## config.mk

```make
export PLATFORM = sky130hd
export DESIGN_NAME = tetris_game_ctrl
export DESIGN_NICKNAME = d
export VERILOG_FILES = /design/src/rtl/tetris_pkg.sv /design/src/rtl/tetris_drop_timer.sv /design/src/rtl/tetris_game_ctrl.sv
export SDC_FILE = /design/constraint.sdc
export NUM_CORES = 1
export LEC_CHECK = 0
export BUFFER_PORTS_ARGS = -buffer_cell sky130_fd_sc_hd__buf_2
export CAP_MARGIN = 10
export CORE_MARGIN = 2
export CORE_UTILIZATION = 50
export DETAILED_ROUTE_END_ITERATION = 6
export PLACE_DENSITY_LB_ADDON = 0.08
export SLEW_MARGIN = 20
export SYNTH_ARGS = -nofsm -noshare
export SYNTH_HDL_FRONTEND = slang
export SYNTH_SLANG_ARGS = --single-unit
```

## constraint.sdc

```tcl
create_clock -name clka -period 1.9 [get_ports clka]
set_clock_uncertainty 0.05 [all_clocks]
set_input_delay 0.38 -clock clka [delete_from_list [all_inputs] [get_ports clka]]
set_output_delay 0.38 -clock clka [all_outputs]
set_load 0.02 [all_outputs]
```

## src/rtl/tetris_pkg.sv

```systemverilog
// Shared state encoding for the tetris game controller and its helpers.
package tetris_pkg;

   localparam int STATE_W = 3;

   typedef enum logic [STATE_W-1:0] {
      S_IDLE  = 3'd0,
      S_GEN   = 3'd1,
      S_MOVE  = 3'd2,
      S_LAND  = 3'd3,
      S_CLEAR = 3'd4,
      S_OVER  = 3'd5
   } state_t;

endpackage

```

## src/rtl/tetris_drop_timer.sv

```systemverilog
// Gravity timer: emits one drop_tick every period cycles while enabled;
// the period shrinks with level down to a floor.
module tetris_drop_timer #(
   parameter int DROP_TICKS = 50,
   parameter int LEVEL_STEP = 4,
   parameter int MIN_TICKS  = 2
) (
   input  logic       clka,
   input  logic       restart_n,
   input  logic       en,
   input  logic       clr,
   input  logic [2:0] level,
   output logic       drop_tick
);

   localparam int CNT_W = $clog2(DROP_TICKS + 1);

   logic [CNT_W-1:0] count;
   logic [CNT_W-1:0] period;
   int               period_raw;

   always_comb begin
      period_raw = DROP_TICKS - int'(level) * LEVEL_STEP;
      if (period_raw < MIN_TICKS) period_raw = MIN_TICKS;
      period = CNT_W'(period_raw);
   end

   assign drop_tick = en && (count == period - 1'b1);

   // NOTE: sequential state uses non-blocking assignments so every register
   // samples the pre-edge values, independent of statement order.
   always_ff @(posedge clka) begin
      if (!restart_n || clr) begin
         count <= '0;
      end else if (en) begin
         count <= drop_tick ? '0 : count + 1'b1;
      end
   end

endmodule

```

## src/rtl/tetris_game_ctrl.sv

```systemverilog
// Main game sequencer GEN -> MOVE -> LAND -> CLEAR with gravity timer,
// top-down multi-row clearing, line score and level speed-up.
module tetris_game_ctrl
   import tetris_pkg::*;
#(
   parameter int ROWS            = 16,
   parameter int ROW_IDX_W       = 4,
   parameter int DROP_TICKS      = 50,
   parameter int LEVEL_STEP      = 4,
   parameter int MIN_TICKS       = 2,
   parameter int LINES_PER_LEVEL = 10,
   parameter int MAX_LEVEL       = 7,
   parameter int SCORE_W         = 16
) (
   input  logic                 clka,
   input  logic                 restart_n,
   input  logic                 start,
   input  logic                 pause,
   input  logic                 new_piece,
   input  logic                 touched,
   input  logic                 land_done,
   input  logic [ROWS-1:0]      full_rows,
   input  logic                 clear_done,
   input  logic                 game_over,
   output logic [2:0]           state,
   output logic                 start_gen,
   output logic                 start_move,
   output logic                 start_land,
   output logic                 start_clear,
   output logic [ROW_IDX_W-1:0] clear_row,
   output logic                 drop_tick,
   output logic [SCORE_W-1:0]   lines_cleared,
   output logic [2:0]           level
);

   localparam int LVL_CNT_W = $clog2(LINES_PER_LEVEL + 1);

   state_t                 state_q, state_d;
   logic [ROWS-1:0]        mask_q;
   logic [ROWS-1:0]        mask_left;
   logic [LVL_CNT_W-1:0]   lvl_cnt;
   logic                   row_done;
   logic                   timer_en;
   logic                   timer_clr;

   // Ascending scan: the last set bit seen is the highest one.
   function automatic logic [ROW_IDX_W-1:0] hi_bit(input logic [ROWS-1:0] v);
      hi_bit = '0;
      for (int i = 0; i < ROWS; i++) begin
         if (v[i]) hi_bit = ROW_IDX_W'(i);
      end
   endfunction

   assign mask_left = mask_q & ~(ROWS'(1) << clear_row);
   assign row_done  = (state_q == S_CLEAR) && clear_done && !game_over;
   assign state     = state_q;

   always_comb begin
      // NOTE: the default assignment first keeps this block free of latches.
      state_d = state_q;
      case (state_q)
         S_IDLE:  if (start) state_d = S_GEN;
         S_GEN:   if (game_over) state_d = S_OVER;
                  else if (new_piece) state_d = S_MOVE;
         S_MOVE:  if (game_over) state_d = S_OVER;
                  else if (touched) state_d = S_LAND;
         S_LAND:  if (game_over) state_d = S_OVER;
                  else if (land_done) state_d = (full_rows != '0) ? S_CLEAR : S_GEN;
         S_CLEAR: if (game_over) state_d = S_OVER;
                  else if (clear_done && mask_left == '0) state_d = S_GEN;
         S_OVER:  state_d = S_OVER;
         default: state_d = S_IDLE;
      endcase
   end

   assign timer_en  = (state_q == S_MOVE) && !pause && !touched && !game_over;
   assign timer_clr = (state_q != S_MOVE) || touched;

   tetris_drop_timer #(
      .DROP_TICKS (DROP_TICKS),
      .LEVEL_STEP (LEVEL_STEP),
      .MIN_TICKS  (MIN_TICKS)
   ) u_drop_timer (
      .clka      (clka),
      .restart_n (restart_n),
      .en        (timer_en),
      .clr       (timer_clr),
      .level     (level),
      .drop_tick (drop_tick)
   );

   always_ff @(posedge clka) begin
      if (!restart_n) begin
         state_q       <= S_IDLE;
         start_gen     <= 1'b0;
         start_move    <= 1'b0;
         start_land    <= 1'b0;
         start_clear   <= 1'b0;
         clear_row     <= '0;
         mask_q        <= '0;
         lines_cleared <= '0;
         lvl_cnt       <= '0;
         level         <= '0;
      end else begin
         state_q     <= state_d;
         start_gen   <= (state_d == S_GEN)  && (state_q != S_GEN);
         start_move  <= (state_d == S_MOVE) && (state_q != S_MOVE);
         start_land  <= (state_d == S_LAND) && (state_q != S_LAND);
         start_clear <= 1'b0;

         if (state_q == S_LAND && state_d == S_CLEAR) begin
            mask_q      <= full_rows;
            clear_row   <= hi_bit(full_rows);
            start_clear <= 1'b1;
         end

         if (row_done) begin
            mask_q <= mask_left;
            if (mask_left != '0) begin
               clear_row   <= hi_bit(mask_left);
               start_clear <= 1'b1;
            end
            if (lines_cleared != '1) lines_cleared <= lines_cleared + 1'b1;
            if (lvl_cnt == LVL_CNT_W'(LINES_PER_LEVEL - 1)) begin
               lvl_cnt <= '0;
               if (level != 3'(MAX_LEVEL)) level <= level + 1'b1;
            end else begin
               lvl_cnt <= lvl_cnt + 1'b1;
            end
         end
      end
   end

endmodule

```

==> Flow_metrics.wiki <==
{| class="wikitable"
! Metric !! Value
|-
| HPWL after detailed placement || 7020 um
|-
| Part of the power in registers || 51.4%
|-
| Root Buffer || sky130_fd_sc_hd__clkbuf_8
|-
| RSZ-0062 raised after global routing || true
|-
| Area of the mapped netlist || 3253 um2
|-
| Iter 0 DRT Violations || 311
|-
| Via count of the first global-routing pass || 3,334
|-
| Floorplan core area || 6314 um2
|-
| Global-route congestion overflow total || 0
|-
| Die span in x || 84.66 um
|-
| Part of the power in combinational logic || 15.9%
|-
| Count of mapped cells out of synthesis || 406
|-
| Detail-routed via count per cell || 5.934
|-
| Wire length per cell || 17.52 um
|-
| Peak fanout along the critical path || 5
|-
| Clock group share of total power || 32.6%
|-
| Worst slew slack as a fraction of its limit || 56.27%
|-
| Async SR Flop Fraction || 0%
|-
| Total clock sinks || 56
|-
| Synth cell count leaders || 56 x sky130_fd_sc_hd__dfxtp_1, 46 x sky130_fd_sc_hd__nor2_1, 41 x sky130_fd_sc_hd__nand2_1, 40 x sky130_fd_sc_hd__a21oi_1, 14 x sky130_fd_sc_hd__xor2_1
|-
| Post-route worst setup slack || -0.2831 ns
|-
| Run status || finished, violations left
|-
| Number of hold-slack violations in the final timing report || 0
|-
| Initial Util || 51.53%
|-
| Clock-pin transition on the worst setup and hold timing paths || 0.11 ns
|-
| Mapped Nets || 437
|-
| Max Transition Viols Final || 0
|-
| TritonCTS clock tree || done
|-
| Max Buffers Root-to-Sink || 2
|-
| Violated checks || negative setup slack
|-
| Largest net degree at the start of global routing || 21
|-
| Most frequent cell after synthesis || sky130_fd_sc_hd__dfxtp_1
|-
| Placed cell area || 4303 um2
|-
| Inst Count DP || 607
|-
| Synth Area per Inst || 8.013 um2
|-
| Share of the yosys chip area belonging to registers || 34.46%
|-
| Initial antenna violation count || 0
|-
| Net load switching power || 0.6462 mW
|-
| PD cells || 464.4 nW/um2
|-
| Number of core rows || 29
|-
| Die area || 7167 um2
|-
| Static power due to leakage || 2.026 nW
|-
| Max-cap violations || 0
|-
| Portion of synthesized cell area occupied by the leading cell type || 34.46%
|-
| Pre-CTS setup slack || -0.2143 ns
|-
| Required time at the endpoint of the critical path || 1.47 ns
|-
| Remaining antenna violation count || 0
|-
| Num ports || 56
|-
| Number of enable-type register cells in the synthesized netlist || 0
|-
| Highest clock frequency the design can meet || 458.1 MHz
|-
| Final setup violation count || 25
|-
| Layout net count || 588
|-
| Die height || 84.66 um
|-
| Layout overhead on the synthesized area || 55.35%
|-
| Net Sw Frac || 27.53%
|-
| Maximum resistive drop on vdd || 0.4429 mV
|-
| Cell area after layout || 5054 um2
|-
| CTS H-tree lvls || 2
|-
| Design internal power || 1.701 mW
|-
| Wire length reported by the detailed router || 11,130 um
|-
| Min Hold Slack || 0.3459 ns
|-
| Share of layout cells above drive strength 1 || 46.24%
|-
| Worst Setup Path Type || reg -> out
|-
| Portion of the clock cycle consumed by the worst path in the final layout || 114.9%
|-
| Arrival time of the worst setup path || 1.75 ns
|-
| Drt first pass iters || 5
|-
| Number of design rule violations left after detail routing || 0
|-
| Clock latency on the worst-skew pair || 0.32 ns
|-
| Most area-consuming cells after synthesis || sky130_fd_sc_hd__dfxtp_1 34%, sky130_fd_sc_hd__a21oi_1 6.2%, sky130_fd_sc_hd__nor2_1 5.3%
|-
| Final std cells w/o fill || 635
|-
| CTS buffer count || 5
|-
| Number of synthesized register bits || 56
|-
| Synth unique cells || 58
|-
| Vias || 3,768
|-
| Routability cong. || 0.8594
|-
| Prevailing post-synth register cell || sky130_fd_sc_hd__dfxtp_1
|-
| Hold Path Class || in -> reg
|-
| Total global-route track usage || 26.64%
|-
| Count of inserted antenna diode cells || 0
|-
| Time the final worst path needs with I/O delays and setup || 2.183 ns
|-
| Port-buffer cells || 55
|-
| Slew at the pin closest to its max-slew limit || 0.6503 ns
|-
| Type of destination of the critical path || output port
|-
| Library cell with the largest summed area after synthesis || sky130_fd_sc_hd__dfxtp_1
|-
| Synth Warn # || 0
|-
| Wire length of the first global-routing pass || 15,690 um
|-
| CP Launch Type || flip-flop
|}
## logic make-up (layout without fill, tap and decap cells)
| group | Yosys count | after routing | synth area share, % |
|---|---|---|---|
| buf+inv | 33 | 185 | 4.615 |
| flops | 56 | 56 | 34.46 |
| simple gates | 178 | 178 | 29.42 |
| fa+ha+maj | 6 | 6 | 2.308 |
| xor+xnor | 24 | 24 | 6.461 |
| compound gates | 105 | 105 | 21.50 |
| mux | 4 | 4 | 1.231 |
## cell usage in the layout, fill, tap and decap left out, types with 8 or more instances in the layout
| cell | netlist | layout |
|---|---|---|
| sky130_fd_sc_hd__buf_4 | 0 | 104 |
| sky130_fd_sc_hd__buf_2 | 9 | 54 |
| sky130_fd_sc_hd__dfxtp_1 | 56 | 46 |
| sky130_fd_sc_hd__nor2_1 | 46 | 45 |
| sky130_fd_sc_hd__nand2_1 | 41 | 40 |
| sky130_fd_sc_hd__a21oi_1 | 40 | 28 |
| sky130_fd_sc_hd__xor2_1 | 14 | 14 |
| sky130_fd_sc_hd__a21oi_2 | 1 | 13 |
| sky130_fd_sc_hd__o21ai_0 | 13 | 11 |
| sky130_fd_sc_hd__inv_1 | 10 | 10 |
| sky130_fd_sc_hd__xnor2_1 | 10 | 9 |
| sky130_fd_sc_hd__o311ai_4 | 0 | 9 |
| sky130_fd_sc_hd__nand4_1 | 8 | 8 |
## sequential cells by signal, indices dropped and copies added (netlist names)
signal	flops
clear_row	4
level	3
lines_cleared	16
lvl_cnt	4
mask_q	16
start_clear	1
start_gen	1
start_land	1
start_move	1
state	3
u_drop_timer.count	6
## cell type report
| type | count | area, um2 |
|---|---|---|
| Fill cell | 416 | 1260 |
| Timing Repair Buffer | 166 | 1154 |
| Inverter | 11 | 41.29 |
| Clock buffer | 6 | 93.84 |
| Clock inverter | 2 | 17.52 |
| Tap cell | 77 | 96.34 |
| Multi-Input combinational cell | 317 | 2502 |
| Sequential cell | 56 | 1149 |
## metrics by stage
| step | util, % | power, mW | setup TNS (ns) |
|---|---|---|---|
| 6_report | 80.04 | 2.347 | -2.909 |
| 5_1_grt | 80.04 | 2.431 | -4.257 |
| 4_1_cts | 73.21 | 2.293 | -0.6820 |
| 3_3_place_gp | 68.15 | 1.534 | -4.721 |
| 2_1_floorplan | - | 1.376 | -1.590 |
| 3_5_place_dp | 68.15 | 1.538 | -5.366 |
## metal layers
layer | global-route usage, % | wire, um | up-vias
li1 | - | - | 1782
met1 | 34.47 | 4659 | 1762
met2 | 44.67 | 5346 | 180
met3 | 3.835 | 645 | 44
met4 | 10.68 | 475 | 0
met5 | 0 | 0 | -
## critical path: stages, from the launching register on
cell and delay [ns]:
sky130_fd_sc_hd__dfxtp_2 0.33, sky130_fd_sc_hd__buf_4 0.14, sky130_fd_sc_hd__o21a_1 0.19, sky130_fd_sc_hd__nor4_2 0.29
sky130_fd_sc_hd__a31oi_2 0.09, sky130_fd_sc_hd__nor3_4 0.23, sky130_fd_sc_hd__buf_6 0.15
## what timing repair did
item / CTS / global route
setup endpoints to repair: 23 / 44
setup buffers: 5 / 15
hold buffers: 0 / 0
resized for setup: 37 / 62
pin swaps: 17 / 31
cloned: 0 / 1
## power by group through the flow
stage	sequential, mW	combinational, mW	clock, mW
finish	1.21	0.374	0.766
floorplan	1.24	0.132	0
detailed placement	1.23	0.303	0
global placement	1.23	0.300	0
CTS	1.21	0.313	0.775
global route	1.21	0.397	0.826
## worst paths after layout
kind	startpoint	end	slack [ns]	cells after the start
setup / recovery	level[0]	drop_tick	-0.28	6
hold / removal	restart_n	clear_row[1]	0.35	2
setup reg to reg	clear_row[0]	clear_row[2]	-0.24	8
hold reg to reg	mask_q[10]	mask_q[10]	0.48	2
No activity file was read; power rests on OpenSTA's default activity.
